### src/rtl/fm_scan_ctrl_if.sv
// Control, configuration, sample and status bundle of the channel-scan controller.
// The slave modport is the controller; the master modport is the config/demod side.
interface fm_scan_ctrl_if #(
    parameter int FREQ_WIDTH   = 32,
    parameter int SAMPLE_WIDTH = 12,
    parameter int CH_WIDTH     = 8,
    parameter int DWELL_LOG2   = 8
);
    localparam int POW_W = SAMPLE_WIDTH + 1 + DWELL_LOG2;

    logic                           scan_start;
    logic                           scan_stop;
    logic        [FREQ_WIDTH-1:0]   base_fre;
    logic        [FREQ_WIDTH-1:0]   step_fre;
    logic        [CH_WIDTH-1:0]     ch_count;
    logic        [POW_W-1:0]        threshold;
    logic                           sample_valid;
    logic signed [SAMPLE_WIDTH-1:0] I_IN;
    logic signed [SAMPLE_WIDTH-1:0] Q_IN;
    logic        [FREQ_WIDTH-1:0]   LO_fre;
    logic        [CH_WIDTH-1:0]     ch_idx;
    logic                           scan_busy;
    logic                           locked;
    logic        [POW_W-1:0]        power_out;
    logic                           power_valid;
    logic                           scan_wrap;

    modport master (
        output scan_start, scan_stop, base_fre, step_fre, ch_count, threshold,
               sample_valid, I_IN, Q_IN,
        input  LO_fre, ch_idx, scan_busy, locked, power_out, power_valid, scan_wrap
    );

    modport slave (
        input  scan_start, scan_stop, base_fre, step_fre, ch_count, threshold,
               sample_valid, I_IN, Q_IN,
        output LO_fre, ch_idx, scan_busy, locked, power_out, power_valid, scan_wrap
    );
endinterface

### src/rtl/fm_scan_ctrl.sv
// Channel-scan controller: steps the NCO word over a raster, measures |I|+|Q| power, locks/releases.
// Define FM_SCAN_HYST_EN to release lock against threshold - threshold/4 instead of threshold.
module fm_scan_ctrl #(
    parameter int FREQ_WIDTH    = 32,
    parameter int SAMPLE_WIDTH  = 12,
    parameter int CH_WIDTH      = 8,
    parameter int SETTLE_CYCLES = 256,
    parameter int DWELL_LOG2    = 8,
    parameter int HOLD_MISS     = 3
) (
    input  logic           clk_in,
    input  logic           RST,
    fm_scan_ctrl_if.slave  bus
);
    localparam int POW_W  = SAMPLE_WIDTH + 1 + DWELL_LOG2;
    localparam int SMP_W  = DWELL_LOG2 + 1;
    localparam int SET_W  = $clog2(SETTLE_CYCLES + 1);
    localparam int MISS_W = $clog2(HOLD_MISS + 1);

    typedef enum logic [2:0] {S_IDLE, S_TUNE, S_SETTLE, S_MEASURE, S_DECIDE, S_LOCK} state_t;

    state_t                state_q, state_d;
    logic [FREQ_WIDTH-1:0] lo_q, lo_d, base_q, base_d, step_q, step_d;
    logic [CH_WIDTH-1:0]   idx_q, idx_d, count_q, count_d;
    logic [POW_W-1:0]      thr_q, thr_d, acc_q, acc_d, pow_q, pow_d;
    logic [SET_W-1:0]      settle_q, settle_d;
    logic [SMP_W-1:0]      smp_q, smp_d;
    logic [MISS_W-1:0]     miss_q, miss_d;
    logic                  pv_q, pv_d, wrap_q, wrap_d;

    logic [POW_W-1:0]        acc_add;
    logic [POW_W-1:0]        thr_rel;
    logic                    last_smp, at_last, is_miss;
    logic [CH_WIDTH-1:0]     adv_idx;
    logic [FREQ_WIDTH-1:0]   adv_lo;

    // Unsigned magnitude; the most negative code maps to 2^(SAMPLE_WIDTH-1) without saturating.
    function automatic logic [SAMPLE_WIDTH-1:0] mag(input logic [SAMPLE_WIDTH-1:0] x);
        return x[SAMPLE_WIDTH-1] ? SAMPLE_WIDTH'(~x + 1'b1) : x;
    endfunction

    assign acc_add  = acc_q + POW_W'({1'b0, mag(bus.I_IN)} + {1'b0, mag(bus.Q_IN)});
    assign last_smp = bus.sample_valid && (smp_q == SMP_W'((1 << DWELL_LOG2) - 1));
    assign at_last  = (idx_q == count_q - 1'b1);
    assign adv_idx  = at_last ? '0 : idx_q + 1'b1;
    assign adv_lo   = at_last ? base_q : lo_q + step_q;

`ifdef FM_SCAN_HYST_EN
    assign thr_rel = thr_q - (thr_q >> 2);
`else
    assign thr_rel = thr_q;
`endif
    assign is_miss = (acc_add < thr_rel);

    // NOTE: every next-state value takes its hold value first, so no path through the case infers a latch.
    always_comb begin
        state_d  = state_q;
        lo_d     = lo_q;
        base_d   = base_q;
        step_d   = step_q;
        idx_d    = idx_q;
        count_d  = count_q;
        thr_d    = thr_q;
        acc_d    = acc_q;
        pow_d    = pow_q;
        settle_d = settle_q;
        smp_d    = smp_q;
        miss_d   = miss_q;
        pv_d     = 1'b0;
        wrap_d   = 1'b0;

        if (bus.scan_stop) begin
            state_d = S_IDLE;
            acc_d   = '0;
            smp_d   = '0;
        end else begin
            unique case (state_q)
                S_IDLE: begin
                    if (bus.scan_start && bus.ch_count != '0) begin
                        base_d  = bus.base_fre;
                        step_d  = bus.step_fre;
                        count_d = bus.ch_count;
                        thr_d   = bus.threshold;
                        lo_d    = bus.base_fre;
                        idx_d   = '0;
                        state_d = S_TUNE;
                    end
                end
                S_TUNE: begin
                    settle_d = '0;
                    acc_d    = '0;
                    smp_d    = '0;
                    state_d  = S_SETTLE;
                end
                S_SETTLE: begin
                    if (settle_q == SET_W'(SETTLE_CYCLES - 1)) state_d = S_MEASURE;
                    else                                       settle_d = settle_q + 1'b1;
                end
                S_MEASURE: begin
                    if (bus.sample_valid) begin
                        acc_d = acc_add;
                        smp_d = smp_q + 1'b1;
                    end
                    if (last_smp) begin
                        pow_d   = acc_add;
                        pv_d    = 1'b1;
                        state_d = S_DECIDE;
                    end
                end
                S_DECIDE: begin
                    if (acc_q >= thr_q) begin
                        miss_d  = '0;
                        acc_d   = '0;
                        smp_d   = '0;
                        state_d = S_LOCK;
                    end else begin
                        lo_d    = adv_lo;
                        idx_d   = adv_idx;
                        wrap_d  = at_last;
                        state_d = S_TUNE;
                    end
                end
                S_LOCK: begin
                    if (bus.sample_valid) begin
                        acc_d = acc_add;
                        smp_d = smp_q + 1'b1;
                    end
                    if (last_smp) begin
                        pow_d = acc_add;
                        pv_d  = 1'b1;
                        acc_d = '0;
                        smp_d = '0;
                        if (!is_miss) begin
                            miss_d = '0;
                        end else if (miss_q == MISS_W'(HOLD_MISS - 1)) begin
                            lo_d    = adv_lo;
                            idx_d   = adv_idx;
                            wrap_d  = at_last;
                            state_d = S_TUNE;
                        end else begin
                            miss_d = miss_q + 1'b1;
                        end
                    end
                end
                default: state_d = S_IDLE;
            endcase
        end
    end

    // NOTE: state registers use non-blocking assignments so all flops update from pre-edge values.
    always_ff @(posedge clk_in or posedge RST) begin
        if (RST) begin
            state_q  <= S_IDLE;
            lo_q     <= '0;
            base_q   <= '0;
            step_q   <= '0;
            idx_q    <= '0;
            count_q  <= '0;
            thr_q    <= '0;
            acc_q    <= '0;
            pow_q    <= '0;
            settle_q <= '0;
            smp_q    <= '0;
            miss_q   <= '0;
            pv_q     <= 1'b0;
            wrap_q   <= 1'b0;
        end else begin
            state_q  <= state_d;
            lo_q     <= lo_d;
            base_q   <= base_d;
            step_q   <= step_d;
            idx_q    <= idx_d;
            count_q  <= count_d;
            thr_q    <= thr_d;
            acc_q    <= acc_d;
            pow_q    <= pow_d;
            settle_q <= settle_d;
            smp_q    <= smp_d;
            miss_q   <= miss_d;
            pv_q     <= pv_d;
            wrap_q   <= wrap_d;
        end
    end

    assign bus.LO_fre      = lo_q;
    assign bus.ch_idx      = idx_q;
    assign bus.scan_busy   = (state_q != S_IDLE);
    assign bus.locked      = (state_q == S_LOCK);
    assign bus.power_out   = pow_q;
    assign bus.power_valid = pv_q;
    assign bus.scan_wrap   = wrap_q;
endmodule
### src/flat_wrapper.sv
// flat-port wrapper written by rule: the top's interface ports become plain ports
module fm_scan_ctrl_flat 
#(
    parameter int FREQ_WIDTH    = 32,
    parameter int SAMPLE_WIDTH  = 12,
    parameter int CH_WIDTH      = 8,
    parameter int SETTLE_CYCLES = 256,
    parameter int DWELL_LOG2    = 8,
    parameter int HOLD_MISS     = 3
)
  (clk_in, RST, bus_scan_start, bus_scan_stop, bus_base_fre, bus_step_fre, bus_ch_count, bus_threshold, bus_sample_valid, bus_I_IN, bus_Q_IN, bus_LO_fre, bus_ch_idx, bus_scan_busy, bus_locked, bus_power_out, bus_power_valid, bus_scan_wrap);
  fm_scan_ctrl_if #(.FREQ_WIDTH(FREQ_WIDTH), .SAMPLE_WIDTH(SAMPLE_WIDTH), .CH_WIDTH(CH_WIDTH), .DWELL_LOG2(DWELL_LOG2)) bus_i ();
  input  logic clk_in;
  input  logic RST;
  input wire logic [$bits(bus_i.scan_start)-1:0] bus_scan_start;
  input wire logic [$bits(bus_i.scan_stop)-1:0] bus_scan_stop;
  input wire logic [$bits(bus_i.base_fre)-1:0] bus_base_fre;
  input wire logic [$bits(bus_i.step_fre)-1:0] bus_step_fre;
  input wire logic [$bits(bus_i.ch_count)-1:0] bus_ch_count;
  input wire logic [$bits(bus_i.threshold)-1:0] bus_threshold;
  input wire logic [$bits(bus_i.sample_valid)-1:0] bus_sample_valid;
  input wire logic [$bits(bus_i.I_IN)-1:0] bus_I_IN;
  input wire logic [$bits(bus_i.Q_IN)-1:0] bus_Q_IN;
  output wire logic [$bits(bus_i.LO_fre)-1:0] bus_LO_fre;
  output wire logic [$bits(bus_i.ch_idx)-1:0] bus_ch_idx;
  output wire logic [$bits(bus_i.scan_busy)-1:0] bus_scan_busy;
  output wire logic [$bits(bus_i.locked)-1:0] bus_locked;
  output wire logic [$bits(bus_i.power_out)-1:0] bus_power_out;
  output wire logic [$bits(bus_i.power_valid)-1:0] bus_power_valid;
  output wire logic [$bits(bus_i.scan_wrap)-1:0] bus_scan_wrap;
  assign bus_i.scan_start = bus_scan_start;
  assign bus_i.scan_stop = bus_scan_stop;
  assign bus_i.base_fre = bus_base_fre;
  assign bus_i.step_fre = bus_step_fre;
  assign bus_i.ch_count = bus_ch_count;
  assign bus_i.threshold = bus_threshold;
  assign bus_i.sample_valid = bus_sample_valid;
  assign bus_i.I_IN = bus_I_IN;
  assign bus_i.Q_IN = bus_Q_IN;
  assign bus_LO_fre = bus_i.LO_fre;
  assign bus_ch_idx = bus_i.ch_idx;
  assign bus_scan_busy = bus_i.scan_busy;
  assign bus_locked = bus_i.locked;
  assign bus_power_out = bus_i.power_out;
  assign bus_power_valid = bus_i.power_valid;
  assign bus_scan_wrap = bus_i.scan_wrap;
  fm_scan_ctrl #(.FREQ_WIDTH(FREQ_WIDTH), .SAMPLE_WIDTH(SAMPLE_WIDTH), .CH_WIDTH(CH_WIDTH), .SETTLE_CYCLES(SETTLE_CYCLES), .DWELL_LOG2(DWELL_LOG2), .HOLD_MISS(HOLD_MISS)) u_core (.clk_in(clk_in), .RST(RST), .bus(bus_i));
endmodule
### config.mk
export PLATFORM = sky130hd
export DESIGN_NAME = fm_scan_ctrl_flat
export DESIGN_NICKNAME = d
export VERILOG_FILES = /design/src/rtl/fm_scan_ctrl_if.sv /design/src/rtl/fm_scan_ctrl.sv /design/src/flat_wrapper.sv
export SDC_FILE = /design/constraint.sdc
export NUM_CORES = 1
export LEC_CHECK = 0
export ABC_AREA = 1
export ABC_CLOCK_PERIOD_IN_PS = 6700
export BUFFER_PORTS_ARGS = -buffer_cell sky130_fd_sc_hd__buf_2
export CAP_MARGIN = 20
export CORE_ASPECT_RATIO = 1.1
export CORE_MARGIN = 2
export CORE_UTILIZATION = 30
export DETAILED_ROUTE_END_ITERATION = 10
export GPL_ROUTABILITY_DRIVEN = 0
export REMOVE_ABC_BUFFERS = 1
export SETUP_SLACK_MARGIN = 0.3
export SYNTH_ARGS = -nofsm -noshare
export SYNTH_HDL_FRONTEND = slang
export SYNTH_SLANG_ARGS = --single-unit
### constraint.sdc
create_clock -name clk_in -period 6.7 [get_ports clk_in]
set_input_delay 0 -clock clk_in [delete_from_list [all_inputs] [get_ports clk_in]]
set_output_delay 0 -clock clk_in [all_outputs]
set_load 0.01 [all_outputs]
# Word-level counts from Yosys, hierarchy flattened
# Cells that the tools add are included.
dict set report word_totals {
  elab_cells 121
  in_bits 122
  ff_bits 200
  output_inout_bits 65
}
dict set report classes {
  n_reduce_logical 17
  order_cmp 2
  eq_ne 24
  addsub 10
  muxes 51
  bitwise_logic 3
}
# cell count
set op_table {}
lappend op_table {{$mux W32} 6}
lappend op_table {{$pmux W32 S3} 1}
lappend op_table {{$mux W21} 4}
lappend op_table {{$pmux W21 S4} 1}
lappend op_table {{$mux W8} 6}
lappend op_table {{$mux W9} 5}
lappend op_table {{$pmux W9 S4} 1}
lappend op_table {{$add A32 B32 Y32} 1}
lappend op_table {{$add A12 B1 Y12 const B} 2}
lappend op_table {{$mux W12} 2}
lappend op_table {{$mux W3} 8}
lappend op_table {{$not A12 Y12} 2}
lappend op_table {{$pmux W8 S3} 1}
lappend op_table {{$add A21 B21 Y21} 1}
lappend op_table {{$ge A21 B21 Y1} 1}
lappend op_table {{$lt A21 B21 Y1} 1}
lappend op_table {{$ne A3 B2 Y1 const B} 7}
lappend op_table {{$add A9 B1 Y9 const B} 2}
lappend op_table {{$eq A9 B8 Y1 const B} 2}
lappend op_table {{$pmux W3 S6} 1}
lappend op_table {{$pmux W9 S2} 1}
lappend op_table {{$add A12 B12 Y13} 1}
lappend op_table {{$ne A2 B1 Y1 const B} 5}
lappend op_table {{$reduce_and A3 Y1} 3}
lappend op_table {{other kinds (26)} 42}

# Logic depth before layout (Yosys ltp)
dict set report depth {
  depth_word 10
  mapped_depth 40
  depth_no_buf 40
}

# Least setup slack after synthesis
# OpenSTA, ideal clock, no wires.
dict set report synth_path {
  kind {input to register}
  start {input bus_I_IN[1]}
  end {register u_core.lo_q[0], in the netlist u_core.bus.LO_fre[0]}
  setup_ns 0.065
  path_buffers 2
  t_arrival_ns 4.244
  stages 34
  slack_ns 2.391
  t_required_ns 6.635
  path_cell_list {inv_1 ha_1 inv_1 nor3_1 inv_1 nor3_1 a21oi_1 xor2_1 ha_1 inv_1 nor3_1 nand3_1 nand4_1 xor2_1 ha_1 a21oi_1 o21ai_0 o21ai_0 nand3_1 nand2_1 nand2_1 ha_1 nand2_1 nor2_1 nand2_1 nor2_1 nand2_1 nand4_1 nand2_1 nand3_1 buf_4 buf_2 nand2_1 nand2_1}
}
dict set report synth_via {
  elab_chain_len 8
}
# item line
set synth_rtl {}
lappend synth_rtl {{from (decl)} flat_wrapper.sv:22} ;# input wire logic [$bits(bus_i.I_IN)-1:0] bus_I_IN;
lappend synth_rtl {{$not A12 Y12} fm_scan_ctrl.sv:39} ;# return x[SAMPLE_WIDTH-1] ? SAMPLE_WIDTH'(~x + 1'b1) : x;
lappend synth_rtl {{$add A12 B1 Y12} fm_scan_ctrl.sv:39}
lappend synth_rtl {{$mux W12 (*)} fm_scan_ctrl.sv:39}
lappend synth_rtl {{$add A12 B12 Y13 (*)} fm_scan_ctrl.sv:42} ;# assign acc_add = acc_q + POW_W'({1'b0, mag(bus.I_IN)} + {1'b0, mag(bus.Q_IN)});
lappend synth_rtl {{$add A21 B21 Y21 (*)} fm_scan_ctrl.sv:42}
lappend synth_rtl {{named net u_core.acc_add[20]} fm_scan_ctrl.sv:31} ;# logic [POW_W-1:0] acc_add;
lappend synth_rtl {{$lt A21 B21 Y1 (*)} fm_scan_ctrl.sv:53} ;# assign is_miss = (acc_add < thr_rel);
lappend synth_rtl {{$ne A2 B1 Y1 (no line) (*)} -}
lappend synth_rtl {{$reduce_and A7 Y1 (no line) (*)} -}
lappend synth_rtl {{to (signal assigned)} fm_scan_ctrl.sv:169} ;# lo_q <= lo_d;
lappend synth_rtl {{to (decl)} fm_scan_ctrl.sv:23} ;# logic [FREQ_WIDTH-1:0] lo_q, lo_d, base_q, base_d, step_q, step_d;
# The timed path passes the listed nets; every way through them passes the cells marked *.
# A chain may end at the register's enable or synchronous reset.

# Final worst setup path
dict set report layout_path {
  start {input bus_I_IN[1]}
  end {register u_core.lo_q[4], in the netlist u_core.bus.LO_fre[4]}
}
# Same word-level chain as after synthesis.

==> flow_summary.toml <==
[cts]
post_cts_resized = 0
cts_root_buf = "clkbuf_16"
cts_buffer_depth = 2
clock_sinks = 200
clkTransAtPathRegs_ps = 70
cts_tree = "done"
cts_buffers = 17
clock_latency_ps = 470
htreeDepth = 4

[routing]
routed_wl_um = 46300
initialDrtViolationCount = 941
antenna_left = 0
wire_per_inst_um = 15.0
vias = 14700
via_per_inst = 4.76
first_pass_iters = 7
route.detailed.drc = 0

[layout]
syn_to_final_growth_pct = 20.7
nets = 2647
postLayoutCellArea_um2 = 18100
drive_above_1_share = 0.131
diodes = 0

[floorplan]
num_rows = 85
die_h_um = 239
io_pins = 187
core_um2 = 49100
die_area_um2 = 51800
start_util = 0.306
die_w_um = 217

[sta]
final_hold_viol_count = 0
worstMarginPinSlew_ps = 976
relSlewSlack = 0.349
slew_viol_final = 0
rsz0062_at_grt = "no"
fin_crit_sh = 0.745
post-route-min-period_ps = 4990
fin_tns_setup_ps = 0
finalSetupViolCount = 0
finalClockSkew_ps = 13.5
max_freq_mhz = 200

[logic_synthesis]
yosys.cell_count.top_type = "nand2_1"
ys_seq_area_frac = 0.333
synthArstFlopShare = 1.00
syn-instance-count = 2159
ys_types = 50
synth_top_cell_by_area = "dfrtp_1"
synth_seq_cells = 200
yosys-top-cells-area = "dfrtp_1 33%, nand2_1 17%, ha_1 8.8%"
synthTopCellsByCount = "662 x nand2_1, 292 x inv_1, 206 x nor2_1"
synth.avg_cell_area_um2 = 6.95
ys_warn_count = 0
yosysTopAreaCellShare = 0.333
synth_edf_count = 0
synthFlopType = "dfrtp_1"
syn_area_um2 = 15000

[critical_path]
regToRegEndpoint = "u_core.bus.LO_fre[4]"
cpPeakStageDelay_ps = 410
crit_type = "in -> reg"
cp_max_fo = 20
r2r-start = "u_core.acc_q[0]"
cp-start-kind = "input pin"
arrival_ps = 5390
critPathMostFrequentCell = "nand2_1"
cpLargestDelayFamily = "simple AND/OR/NAND/NOR gates"
required_ps = 7100
r2r_cells = 22
cpMaxStageDelayCell = "o21ai_0"
r2r_setup_slack_ps = 2550
crit_buf_inv = 4
path_depth = 35
cp-end-kind = "flop"

[global_route]
antenna_found_initial = 0
overflow = 0
track_usage = 0.180
grt_pass1_vias = 14400
grt_max_degree = 126
grt_pass1_wl_um = 74500

[run_status]
status = "completed"

[hold_path]
hold_path_class = "in -> reg"
hold-path-endpoint = "u_core.acc_q[8]"
hold_depth = 3
min_from = "bus_sample_valid"

[placed_design]
port_buffers = 186
postPlaceCellArea_um2 = 16500
hpwl_um = 35100

[power_and_ir_drop]
ir_worst_vdd_uv = 224
power.leakage_nw = 9.76
powerDensity_nw_per_um2 = 420

[run]
drv_cap = 0
area by class of cell:
class | count | area [um^2]
Fill cell | 5186 | 31000
Multi-Input combinational cell | 1606 | 8580
Sequential cell | 200 | 5000
Timing Repair Buffer | 290 | 1970
Inverter | 301 | 1140
Tap cell | 652 | 816
Clock buffer | 24 | 502
Clock inverter | 8 | 109
timing repair:
item	4_1_cts	5_1_grt
endpoints found under the setup margin	0	0
hold buffers	95	0
setup buffers	0	0
endpoints found under the hold margin	262	0
how the worst max path moves through the flow:
stage	startpoint	to
final	bus_I_IN[1]	u_core.bus.LO_fre[4]
after global routing	bus_I_IN[1]	u_core.bus.LO_fre[1]
after CTS	bus_I_IN[1]	u_core.bus.LO_fre[24]
after detailed placement	bus_I_IN[1]	u_core.bus.LO_fre[24]
after global placement	bus_I_IN[1]	u_core.bus.LO_fre[16]
after floorplan	RST	u_core.acc_q[0]
where the power goes:
part | switching (W) | internal (W) | total (W)
clock | 0.000493 | 0.000604 | 0.00110
sequential | 0.000339 | 0.00163 | 0.00197
combinational | 0.00293 | 0.00162 | 0.00455
logic make-up after synthesis:
group	share of synthesized area
compound gates	0.0889
xor+xnor	0.0391
fa+ha+maj	0.0924
buf+inv	0.0959
flops	0.333
mux	0.0254
simple gates	0.325
sequential cells by signal, summed over array words and instances, names as in the netlist:
name,cells
u_core.miss_q,2
u_core.settle_q,9
u_core.thr_q,21
u_core.smp_q,9
u_core.base_q,32
u_core.count_q,8
u_core.bus.scan_wrap,1
u_core.bus.LO_fre,32
u_core.step_q,32
u_core.state_q,3
u_core.bus.ch_idx,8
u_core.acc_q,21
u_core.bus.power_valid,1
u_core.bus.power_out,21
worst min-delay path, stage by stage:
cell,delay (ps)
buf_2,290
nor2_1,150
o21ai_0,80
layout by cell type (no fill, tap or decap), drive strengths merged, types with 25 or more instances in the layout:
cell	synthesis	routed
nor2	216	216
o21ai	113	113
a21oi	114	114
mux2	33	33
dlygate4sd3	0	95
xor2	42	42
nor3	30	30
nand4	25	25
buf	35	195
ha	106	106
nand2	679	679
nand3	180	180
xnor2	25	25
dfrtp	200	200
inv	301	304
layer usage:
layer | vias to the layer above | global-route usage | share of wire
met5 | - | 0 | 0
met4 | 0 | 0.0573 | 0.024
met3 | 62 | 0.0202 | 0.037
met1 | 6878 | 0.213 | 0.42
met2 | 341 | 0.337 | 0.52
li1 | 7392 | - | -
metrics by stage:
stage               hold slack, ps  instances  total power (W)  setup WS, ps  utilization
global placement               234       2953          0.00638          1350        0.336
floorplan                      145       2107          0.00520          1250            -
global route                   134       3081          0.00838          1060        0.369
CTS                           68.1       3080          0.00764          1740        0.368
finish                         112       3081          0.00762          1710        0.369
detailed placement             236       2953          0.00647          1240        0.336
No activity file was read; power rests on OpenSTA's default activity.
